===== config.mk =====
export PLATFORM = sky130hd
export DESIGN_NAME = sort_mem_arbiter_flat
export DESIGN_NICKNAME = d
export VERILOG_FILES = /design/src/rtl/sort_mem_arbiter_if.sv /design/src/rtl/sort_mem_arbiter.sv /design/src/flat_wrapper.sv
export SDC_FILE = /design/constraint.sdc
export NUM_CORES = 1
export LEC_CHECK = 0
export ABC_AREA = 0
export CAP_MARGIN = 20
export CORE_MARGIN = 2
export CORE_UTILIZATION = 24
export CTS_CLUSTER_DIAMETER = 200
export CTS_CLUSTER_SIZE = 14
export DETAILED_ROUTE_END_ITERATION = 6
export GPL_ROUTABILITY_DRIVEN = 0
export PLACE_DENSITY = 0.52
export SYNTH_ARGS = -nofsm -noshare
export SYNTH_HDL_FRONTEND = slang
export SYNTH_SLANG_ARGS = --single-unit

===== constraint.sdc =====
create_clock -name clk -period 1.65 [get_ports clk]
set_clock_uncertainty 0.1 [all_clocks]
set_input_delay 0.4125 -clock clk [delete_from_list [all_inputs] [get_ports clk]]
set_output_delay 0.4125 -clock clk [all_outputs]
set_load 0.01 [all_outputs]

===== src/rtl/sort_mem_arbiter_if.sv =====
// Bundle of host, sort-engine and memory signals around the sort memory arbiter.
// The slave modport is the arbiter's view; master is the surrounding system.
interface sort_mem_arbiter_if;
   logic       h_req;
   logic       h_we;
   logic [3:0] h_addr;
   logic [7:0] h_wdata;
   logic       h_ack;
   logic       e_req;
   logic       e_we;
   logic [3:0] e_addr;
   logic [7:0] e_wdata;
   logic       e_ack;
   logic       e_lock;
   logic [3:0] mem_addr;
   logic [7:0] mem_wdata;
   logic       mem_we;
   logic [7:0] mem_rdata;
   logic [7:0] rdata;
   logic       owner;
   logic       busy;

   modport slave (
      input  h_req, h_we, h_addr, h_wdata, e_req, e_we, e_addr, e_wdata, e_lock, mem_rdata,
      output h_ack, e_ack, mem_addr, mem_wdata, mem_we, rdata, owner, busy
   );

   modport master (
      output h_req, h_we, h_addr, h_wdata, e_req, e_we, e_addr, e_wdata, e_lock, mem_rdata,
      input  h_ack, e_ack, mem_addr, mem_wdata, mem_we, rdata, owner, busy
   );
endinterface


===== src/rtl/sort_mem_arbiter.sv =====
// Two-port (host / sort engine) arbiter onto a single synchronous-read memory, 3 cycles per access.
// Define SORT_ARB_RR_EN for round-robin ties; otherwise the engine always wins a tie.
module sort_mem_arbiter (
   input  logic                  clk,
   input  logic                  rst,
   sort_mem_arbiter_if.slave     bus
);

   typedef enum logic [1:0] {IDLE, CMD, RESP} state_t;

   state_t     state;
   logic       cur_we;
   logic [7:0] rdata_q;
   logic       h_elig;
   logic       e_elig;
   logic       grant_e;

   // Host is locked out only at the sampling edge; an access already granted always completes.
   assign h_elig = bus.h_req && !bus.e_lock;
   assign e_elig = bus.e_req;

`ifdef SORT_ARB_RR_EN
   assign grant_e = e_elig && (!h_elig || !bus.owner);
`else
   assign grant_e = e_elig;
`endif

   always_ff @(posedge clk or posedge rst) begin
      if (rst) begin
         state         <= IDLE;
         cur_we        <= 1'b0;
         rdata_q       <= 8'h00;
         bus.h_ack     <= 1'b0;
         bus.e_ack     <= 1'b0;
         bus.mem_addr  <= 4'h0;
         bus.mem_wdata <= 8'h00;
         bus.mem_we    <= 1'b0;
         bus.owner     <= 1'b0;
      end else begin
         case (state)
            IDLE: begin
               if (e_elig || h_elig) begin
                  bus.owner     <= grant_e;
                  bus.mem_addr  <= grant_e ? bus.e_addr  : bus.h_addr;
                  bus.mem_wdata <= grant_e ? bus.e_wdata : bus.h_wdata;
                  bus.mem_we    <= grant_e ? bus.e_we    : bus.h_we;
                  cur_we        <= grant_e ? bus.e_we    : bus.h_we;
                  state         <= CMD;
               end else begin
                  bus.mem_we <= 1'b0;
               end
            end
            CMD: begin
               bus.mem_we <= 1'b0;
               bus.e_ack  <= bus.owner;
               bus.h_ack  <= !bus.owner;
               state      <= RESP;
            end
            RESP: begin
               bus.h_ack  <= 1'b0;
               bus.e_ack  <= 1'b0;
               bus.mem_we <= 1'b0;
               if (!cur_we) rdata_q <= bus.mem_rdata;
               state      <= IDLE;
            end
            default: state <= IDLE;
         endcase
      end
   end

   // Read data is valid from memory during RESP, so it is forwarded in the ack cycle.
   assign bus.rdata = (state == RESP && !cur_we) ? bus.mem_rdata : rdata_q;
   assign bus.busy  = (state != IDLE);

endmodule


===== src/flat_wrapper.sv =====
// flat-port wrapper written by rule: the top's interface ports become plain ports
module sort_mem_arbiter_flat 
  (clk, rst, bus_h_req, bus_h_we, bus_h_addr, bus_h_wdata, bus_e_req, bus_e_we, bus_e_addr, bus_e_wdata, bus_e_lock, bus_mem_rdata, bus_h_ack, bus_e_ack, bus_mem_addr, bus_mem_wdata, bus_mem_we, bus_rdata, bus_owner, bus_busy);
  sort_mem_arbiter_if bus_i ();
  input  logic clk;
  input  logic rst;
  input wire logic [$bits(bus_i.h_req)-1:0] bus_h_req;
  input wire logic [$bits(bus_i.h_we)-1:0] bus_h_we;
  input wire logic [$bits(bus_i.h_addr)-1:0] bus_h_addr;
  input wire logic [$bits(bus_i.h_wdata)-1:0] bus_h_wdata;
  input wire logic [$bits(bus_i.e_req)-1:0] bus_e_req;
  input wire logic [$bits(bus_i.e_we)-1:0] bus_e_we;
  input wire logic [$bits(bus_i.e_addr)-1:0] bus_e_addr;
  input wire logic [$bits(bus_i.e_wdata)-1:0] bus_e_wdata;
  input wire logic [$bits(bus_i.e_lock)-1:0] bus_e_lock;
  input wire logic [$bits(bus_i.mem_rdata)-1:0] bus_mem_rdata;
  output wire logic [$bits(bus_i.h_ack)-1:0] bus_h_ack;
  output wire logic [$bits(bus_i.e_ack)-1:0] bus_e_ack;
  output wire logic [$bits(bus_i.mem_addr)-1:0] bus_mem_addr;
  output wire logic [$bits(bus_i.mem_wdata)-1:0] bus_mem_wdata;
  output wire logic [$bits(bus_i.mem_we)-1:0] bus_mem_we;
  output wire logic [$bits(bus_i.rdata)-1:0] bus_rdata;
  output wire logic [$bits(bus_i.owner)-1:0] bus_owner;
  output wire logic [$bits(bus_i.busy)-1:0] bus_busy;
  assign bus_i.h_req = bus_h_req;
  assign bus_i.h_we = bus_h_we;
  assign bus_i.h_addr = bus_h_addr;
  assign bus_i.h_wdata = bus_h_wdata;
  assign bus_i.e_req = bus_e_req;
  assign bus_i.e_we = bus_e_we;
  assign bus_i.e_addr = bus_e_addr;
  assign bus_i.e_wdata = bus_e_wdata;
  assign bus_i.e_lock = bus_e_lock;
  assign bus_i.mem_rdata = bus_mem_rdata;
  assign bus_h_ack = bus_i.h_ack;
  assign bus_e_ack = bus_i.e_ack;
  assign bus_mem_addr = bus_i.mem_addr;
  assign bus_mem_wdata = bus_i.mem_wdata;
  assign bus_mem_we = bus_i.mem_we;
  assign bus_rdata = bus_i.rdata;
  assign bus_owner = bus_i.owner;
  assign bus_busy = bus_i.busy;
  sort_mem_arbiter u_core (.clk(clk), .rst(rst), .bus(bus_i));
endmodule

---- Word-level counts from Yosys, hierarchy flattened ----
Cells that the tools add are included.
storage, ports and cells
  memories kept ........................... 0
  register bits after elaboration ......... 27
  memory bits (writable) .................. 0
  ROM bits ................................ 0
  latch bits .............................. 0
  output and inout port bits .............. 25
  word-level logic and storage cells ...... 36
cells by class
  shift-type cells ........................ 0
  mux-type cells .......................... 10
  div/mod/pow operators ................... 0
  $lt $le $gt $ge ......................... 0
  bitwise logic cells ..................... 1
  equality and inequality tests ........... 3
  add/sub/neg operators ................... 0
  multiply operators ...................... 0
  reductions and logical operators ........ 13
operators by type and width
  operator            number
  $mux 8              2
  $pmux 1 s2          3
  $reduce_bool 2->1   3
  $mux 4              1
  $pmux 2 s2          1
  $reduce_and 2->1    2
  $logic_not 1->1     3
  $eq 2x1->1 const B  1
  $eq 2x2->1 const B  1
  $logic_and 1x1->1   2
  $logic_not 2->1     1
  $mux 1              2
  $mux 2              1
  $ne 2x1->1 const B  1
  $reduce_or 2->1     1
  $logic_or 1x1->1    1
  $not 1->1           1

---- Logic depth before layout (Yosys ltp) ----
Gate-level depths: netlist of the first run.
  depth after elaboration ................. 5
  mapped depth ............................ 5

---- Worst setup path before layout of the first run ----
OpenSTA, ideal clock, no wires.
  kind .................................... register to output
  from .................................... register u_core.state[0]
  to ...................................... output port bus_rdata[0]
  arrival time ............................ 1.244 ns
  setup slack ............................. -0.106 ns
  data required time ...................... 1.137 ns
  cell stages (with the launch flop) ...... 5
  path buffers ............................ 0
  cells stage by stage .................... dfrtp_1 inv_1 ha_1 nand2_1 mux2_2
on the way
  word-level cells in the longest chain between the ends .. 3
ends and longest elaborated chain
  what                    line                    RTL
  start, declared         sort_mem_arbiter.sv:11  state_t state;
  start signal, assigned  sort_mem_arbiter.sv:30  state <= IDLE;
  start signal, assigned  sort_mem_arbiter.sv:48  state <= CMD;
  start signal, assigned  sort_mem_arbiter.sv:57  state <= RESP;
  $eq 2x2->1              sort_mem_arbiter.sv:72  assign bus.rdata = (state == RESP && !cur_we) ? bus.mem_rdata : rdata_q;
  $logic_and 1x1->1       sort_mem_arbiter.sv:72
  $mux 8                  sort_mem_arbiter.sv:72
  end, declared           flat_wrapper.sv:22      output wire logic [$bits(bus_i.rdata)-1:0] bus_rdata;
No other way between the ends.

---- Final worst setup path of the first run ----
  from .................................... register u_core.state[0]
  to ...................................... output port bus_rdata[7]
The elaborated chain is that of the path after synthesis.

==> flow_summary.json, run 1 <==
{
  "synth_top_family_by_area": "multiplexers",
  "synth_top_area_share_pct": 52.48,
  "antennaDiodeCount": 0,
  "mappedNetlistArea_um2": 1287,
  "io_buffers": 63,
  "grt_usage_pct": 11.44,
  "final_nets": 222,
  "maxSlewHeadroom_pct": 83.11,
  "die_w_um": 77.24,
  "vias": 1045,
  "cts_tree": "built",
  "dieArea_um2": 5966,
  "grt_overflow": 0,
  "worstPathMaxFanout": 5,
  "synthSimpleGateAreaFrac_pct": 2.527,
  "clkSinkCount": 27,
  "layout-drive-gt1-share_pct": 45.51,
  "finalWorstSetupSlack_ns": -0.4196,
  "cts.path.max_buffers": 2,
  "hold_viol": 0,
  "core_um2": 5140,
  "yosysUniqueCellTypes": 18,
  "finalSetupViolations": 22,
  "fin_crit_sh_pct": 125.4,
  "preCtsSetupSlack_ns": -0.5279,
  "ys_seq_area_share_pct": 52.48,
  "start_kind": "flip-flop",
  "r2r-end": "u_core.bus.mem_wdata[3]$_DFFE_PP0P_",
  "crit_arrival_ns": 1.56,
  "root_buffer": "clkbuf_8",
  "viasPerCell": 4.214,
  "seq_area_um2": 675.6,
  "cp_slowest_stage_delay_ns": 0.40,
  "grt_pass1_wl_um": 5478,
  "final_cell_mix": "clkdlybuf4s50_1, dfrtp_1, mux2_2",
  "r2r_setup_slack_ns": -0.12,
  "start_util_pct": 25.05,
  "synth_compound_area_share_pct": 4.859,
  "drc": 0,
  "status": "complete, but fails checks",
  "syn_nets": 131,
  "wl_um": 3376,
  "violations": "negative setup slack",
  "synth_cells": 88,
  "antenna_left": 0,
  "synthXorXnorAreaFrac_pct": 0,
  "die_y_um": 77.24,
  "worst_pin_slew_ns": 0.2463,
  "max_freq_mhz": 483.2,
  "antenna_found_initial": 0,
  "critPathCaptureType": "output pin",
  "synth_area_leaders": "dfrtp_1, mux2_2, mux2_4",
  "syn_to_final_growth_pct": 83.77,
  "cpMaxStageDelayCell": "dfrtp_1",
  "r2r-start": "u_core.state[1]$_DFFE_PP0P_",
  "layout_commonest_cell": "clkdlybuf4s50_1",
  "synth_area_leader_cell": "dfrtp_1",
  "slew_violations": 0,
  "num_rows": 26,
  "synth_seq_cells": 27,
  "synthAdderAreaFrac_pct": 3.887,
  "path_class": "flip-flop to output pin",
  "multi_input_area_um2": 640.6,
  "rsz0062_at_grt": "yes",
  "synth_mux_area_share_pct": 31.88,
  "cap_violations": 0,
  "dr.pass1.iters": 3,
  "dp_hpwl_um": 2448,
  "crit_path_cell_trace": "inv_2 > ha_4 > nand2_8 > buf_12 > mux2_4 > buf_6",
  "grt_max_degree": 19,
  "detail_route.wl_per_cell_um": 13.61,
  "tns_ns": -4.502,
  "p_per_area_nw_per_um2": 1621,
  "cp.buffers_inverters": 3,
  "p_leak_nw": 1.094,
  "period_needed_ns": 2.070,
  "drt_iter0_drc": 17,
  "hp-class": "input port to asynchronous set/reset pin",
  "avgSynthCellArea_um2": 14.63,
  "path_clk_slew_ns": 0.09,
  "ys_warn_count": 0,
  "io-pin-count": 64,
  "hold_buffers": 0,
  "num-fill-cells": 511,
  "ff2ff_path_depth": 8,
  "insertion_delay_ns": 0.27,
  "irDropWorstVdd_v": 0.0008387,
  "path_delay_family": "flip-flops",
  "grt_pass1_vias": 1120,
  "required_ns": 1.14,
  "htreeDepth": 1,
  "cts_made_buffers": 3
}
-- how the worst max path moves through the flow --
stage,start,end,slack (ns),cells past startpoint
after floorplan,u_core.state[0]$_DFFE_PP0P_,bus_rdata[0],-0.03,4
after global placement,u_core.state[0]$_DFFE_PP0P_,bus_rdata[0],-0.49,5
after detailed placement,u_core.state[0]$_DFFE_PP0P_,bus_rdata[4],-0.53,5
after CTS,u_core.state[0]$_DFFE_PP0P_,bus_rdata[7],-0.42,6
after global routing,u_core.state[0]$_DFFE_PP0P_,bus_rdata[7],-0.46,6
final,u_core.state[0]$_DFFE_PP0P_,bus_rdata[7],-0.42,6
-- sequential cells by signal, indices dropped and copies added (netlist names) --
name	flops
u_core.bus.owner	1
u_core.bus.h_ack	1
u_core.cur_we	1
u_core.state	2
u_core.bus.mem_addr	4
u_core.rdata_q	8
u_core.bus.mem_we	1
u_core.bus.e_ack	1
u_core.bus.mem_wdata	8
-- tightest hold or removal path, delay by kind of cell --
kind	cells	cell delay [ns]
buffers and inverters	3	0.65
-- per-stage QoR --
step           instance area (um^2)  power (W)  util [%]  hold slack, ns  std cells
5_1_grt                        2366   0.004076     46.03          0.3572        248
4_1_cts                        2296   0.003696     44.67          0.3512        244
2_1_floorplan                  1290   0.002000         -          0.3652         88
3_3_place_gp                   2112   0.003043     41.09          0.3773        233
6_report                       2366   0.003834     46.03          0.3440        248
3_5_place_dp                   2112   0.003089     41.09          0.3757        233
-- final cells by class --
cell class	instances	share of cell area (%)
Sequential cell	27	28.56
Tap cell	70	3.702
Clock buffer	4	1.904
Multi-Input combinational cell	52	27.08
Timing Repair Buffer	89	37.60
Inverter	6	1.163
-- routing by layer --
| metal | global-route usage, % | vias up | wire, um |
|---|---|---|---|
| li1 | - | 488 | - |
| met5 | 0 | - | 0 |
| met4 | 2.143 | 0 | 25 |
| met3 | 3.412 | 3 | 233 |
| met2 | 20.26 | 40 | 1719 |
| met1 | 13.76 | 514 | 1398 |
-- timing repair --
item	CTS	global route
resized for setup	80	10
pin swaps	3	1
setup buffers	6	5
cloned	1	0
setup endpoints to repair	37	23
-- power by group --
group / switching, W / internal [W] / total [W]
Clock: 0.000202 / 0.000173 / 0.000375
Sequential: 0.000151 / 0.000997 / 0.00115
Combinational: 0.000882 / 0.00143 / 0.00231
Total: 0.00124 / 0.00260 / 0.00383
-- cells by family after synthesis --
group	Yosys count
AND/OR/NAND/NOR	6
buffers and inverters	9
multiplexers	35
flip-flops	27
adder cells (fa/ha/maj)	4
AO/OA/AOI/OAI	7
-- cell usage after synthesis (all sizes together) --
library cell  instances
a21oi                 1
a22o                  1
buf                   3
dfrtp                27
ha                    4
inv                   6
mux2                 33
mux2i                 2
nand2                 3
nor2                  2
nor2b                 1
o21ai                 1
o22ai                 1
o31ai                 1
o41ai                 2
(Power assumes the default switching activity.)
==> run 2: changes to the inputs <==
Settings changed: CORE_UTILIZATION 24 to 36, GPL_ROUTABILITY_DRIVEN 0 to default, PLACE_DENSITY 0.52 to 0.74.
==> flow_summary.json, run 2 (synthesis results as in run 1) <==
{
  "comb_power_share_pct": 62.0,
  "drc": 0,
  "ff2ff_path_depth": 9,
  "p_per_area_nw_per_um2": 1644,
  "cp_slowest_stage_delay_ns": 0.43,
  "seq_area_um2": 675.6,
  "antenna_left": 0,
  "clkSinkCount": 27,
  "grt_overflow": 0,
  "hold_viol": 0,
  "final_nets": 217,
  "worst_pin_slew_ns": 0.3385,
  "viasPerCell": 4.667,
  "io_buffers": 63,
  "antennaDiodeCount": 0,
  "grt_pass1_wl_um": 5209,
  "rsz0062_at_grt": "yes",
  "root_buffer": "clkbuf_4",
  "cp.buffers_inverters": 2,
  "dpl_cell_area_um2": 2054,
  "cap_violations": 0,
  "drt_iter0_drc": 7,
  "slew_violations": 0,
  "required_ns": 1.14,
  "fin_crit_sh_pct": 124.7,
  "critPathCaptureType": "output pin",
  "cts_made_buffers": 3,
  "finalSetupViolations": 23,
  "crit_path_cell_trace": "inv_2 > ha_4 > nand2_8 > mux2_4 > buf_6",
  "r2r-start": "u_core.state[1]$_DFFE_PP0P_",
  "layout_commonest_cell": "clkdlybuf4s50_1",
  "gp_congestion": 0.8507,
  "die_w_um": 63.80,
  "crit_end": "bus_rdata[5]",
  "hp-class": "input port to asynchronous set/reset pin",
  "start_kind": "flip-flop",
  "grt_max_degree": 28,
  "die_y_um": 63.80,
  "dieArea_um2": 4070,
  "layout-drive-gt1-share_pct": 43.93,
  "multi_input_area_um2": 676.9,
  "dp_hpwl_um": 2234,
  "netSwitchingFraction_pct": 32.39,
  "antenna_found_initial": 0,
  "crit_arrival_ns": 1.54,
  "irDropWorstVdd_v": 0.0008997,
  "core_um2": 3390,
  "r2r-end": "u_core.bus.mem_addr[2]$_DFFE_PP0P_",
  "cts_tree": "built",
  "path_delay_family": "flip-flops",
  "wl_um": 3162,
  "total_power_w": 0.003748,
  "num-fill-cells": 254,
  "cpMaxStageDelayCell": "dfrtp_1",
  "htreeDepth": 1,
  "p_sw_w": 0.001214,
  "max_freq_mhz": 486.1,
  "p_seq_share_pct": 30.7,
  "path_class": "flip-flop to output pin",
  "final_cell_mix": "clkdlybuf4s50_1, dfrtp_1, mux2_4",
  "top_regs": "u_core.bus.mem_wdata: 8 flops, u_core.rdata_q: 8 flops, u_core.bus.mem_addr: 4 flops",
  "period_needed_ns": 2.057,
  "insertion_delay_ns": 0.31,
  "vias": 1022,
  "worstPathMaxFanout": 8,
  "cts.path.max_buffers": 2,
  "finalWorstSetupSlack_ns": -0.4072,
  "p_leak_nw": 1.100,
  "cp.depth": 5,
  "path_clk_slew_ns": 0.14,
  "grt_usage_pct": 16.26,
  "clock_power_share_pct": 7.4,
  "detail_route.wl_per_cell_um": 14.44,
  "num_rows": 21,
  "start_util_pct": 37.98,
  "final_area_um2": 2280,
  "grt_pass1_vias": 1103,
  "violations": "negative setup slack",
  "maxSlewHeadroom_pct": 77.43,
  "io-pin-count": 64,
  "internal_power_w": 0.002534,
  "r2r_setup_slack_ns": -0.14,
  "dr.pass1.iters": 4,
  "cp-startpoint": "u_core.state[0]$_DFFE_PP0P_",
  "final_util_pct": 67.26,
  "syn_to_final_growth_pct": 77.07,
  "status": "complete, but fails checks"
}
## run 2: worst min-delay path by stage
stage / endpoint / depth (start not counted) / slack (ns) / start
floorplan: u_core.bus.e_ack$_DFFE_PP0P_ / 1 / 0.37 / rst
global placement: u_core.bus.mem_we$_DFFE_PP0P_ / 2 / 0.36 / u_core.bus.mem_we$_DFFE_PP0P_
detailed placement: u_core.bus.mem_we$_DFFE_PP0P_ / 2 / 0.36 / u_core.bus.mem_we$_DFFE_PP0P_
CTS: u_core.rdata_q[4]$_DFFE_PP0N_ / 3 / 0.33 / rst
global route: u_core.rdata_q[4]$_DFFE_PP0N_ / 3 / 0.35 / rst
finish: u_core.rdata_q[4]$_DFFE_PP0N_ / 3 / 0.33 / rst
## run 2: through the flow
step / hold slack, ns / TNS [ns] / setup slack [ns] / instances
global placement: 0.3621 / -7.450 / -0.4491 / 207
CTS: 0.3306 / -4.042 / -0.4538 / 215
finish: 0.3264 / -5.193 / -0.4072 / 219
detailed placement: 0.3644 / -7.970 / -0.4846 / 207
global route: 0.3477 / -6.522 / -0.4722 / 219
floorplan: 0.3652 / -0.2232 / -0.02790 / 88
## run 2: worst register-to-register path: cells and delay by family (launching register included)
family	cells	cell delay, ns
flip-flops	1	0.43
buffers and inverters	6	0.63
adder cells (fa/ha/maj)	1	0.15
AO/OA/AOI/OAI	1	0.06
multiplexers	1	0.30
## run 2: layout make-up
class / instances / share of cell area [%]
Tap cell: 46 / 2.525
Clock buffer: 4 / 1.153
Timing Repair Buffer: 84 / 35.89
Sequential cell: 27 / 29.64
Multi-Input combinational cell: 52 / 29.69
Inverter: 6 / 1.098
## run 2: what timing repair did
item	4_1_cts	5_1_grt
setup buffers	4	4
hold buffers	0	0
endpoints found under the setup margin	37	22
pin swaps	2	2
gates resized for setup	94	5
## run 2: layer usage
| layer | share of wire [%] | track usage (%) |
|---|---|---|
| met1 | 40 | 19.30 |
| met2 | 49 | 28.39 |
| met3 | 9.4 | 4.577 |
| met4 | 1.0 | 4.891 |
| met5 | 0 | 0 |
## run 2: power groups by stage
stage,registers (W),clock network (W),logic (W)
after floorplan,0.00123,0,0.000770
after global placement,0.00114,0,0.00183
after detailed placement,0.00116,0,0.00188
after CTS,0.00114,0.000292,0.00222
after global routing,0.00119,0.000321,0.00249
final,0.00115,0.000276,0.00232
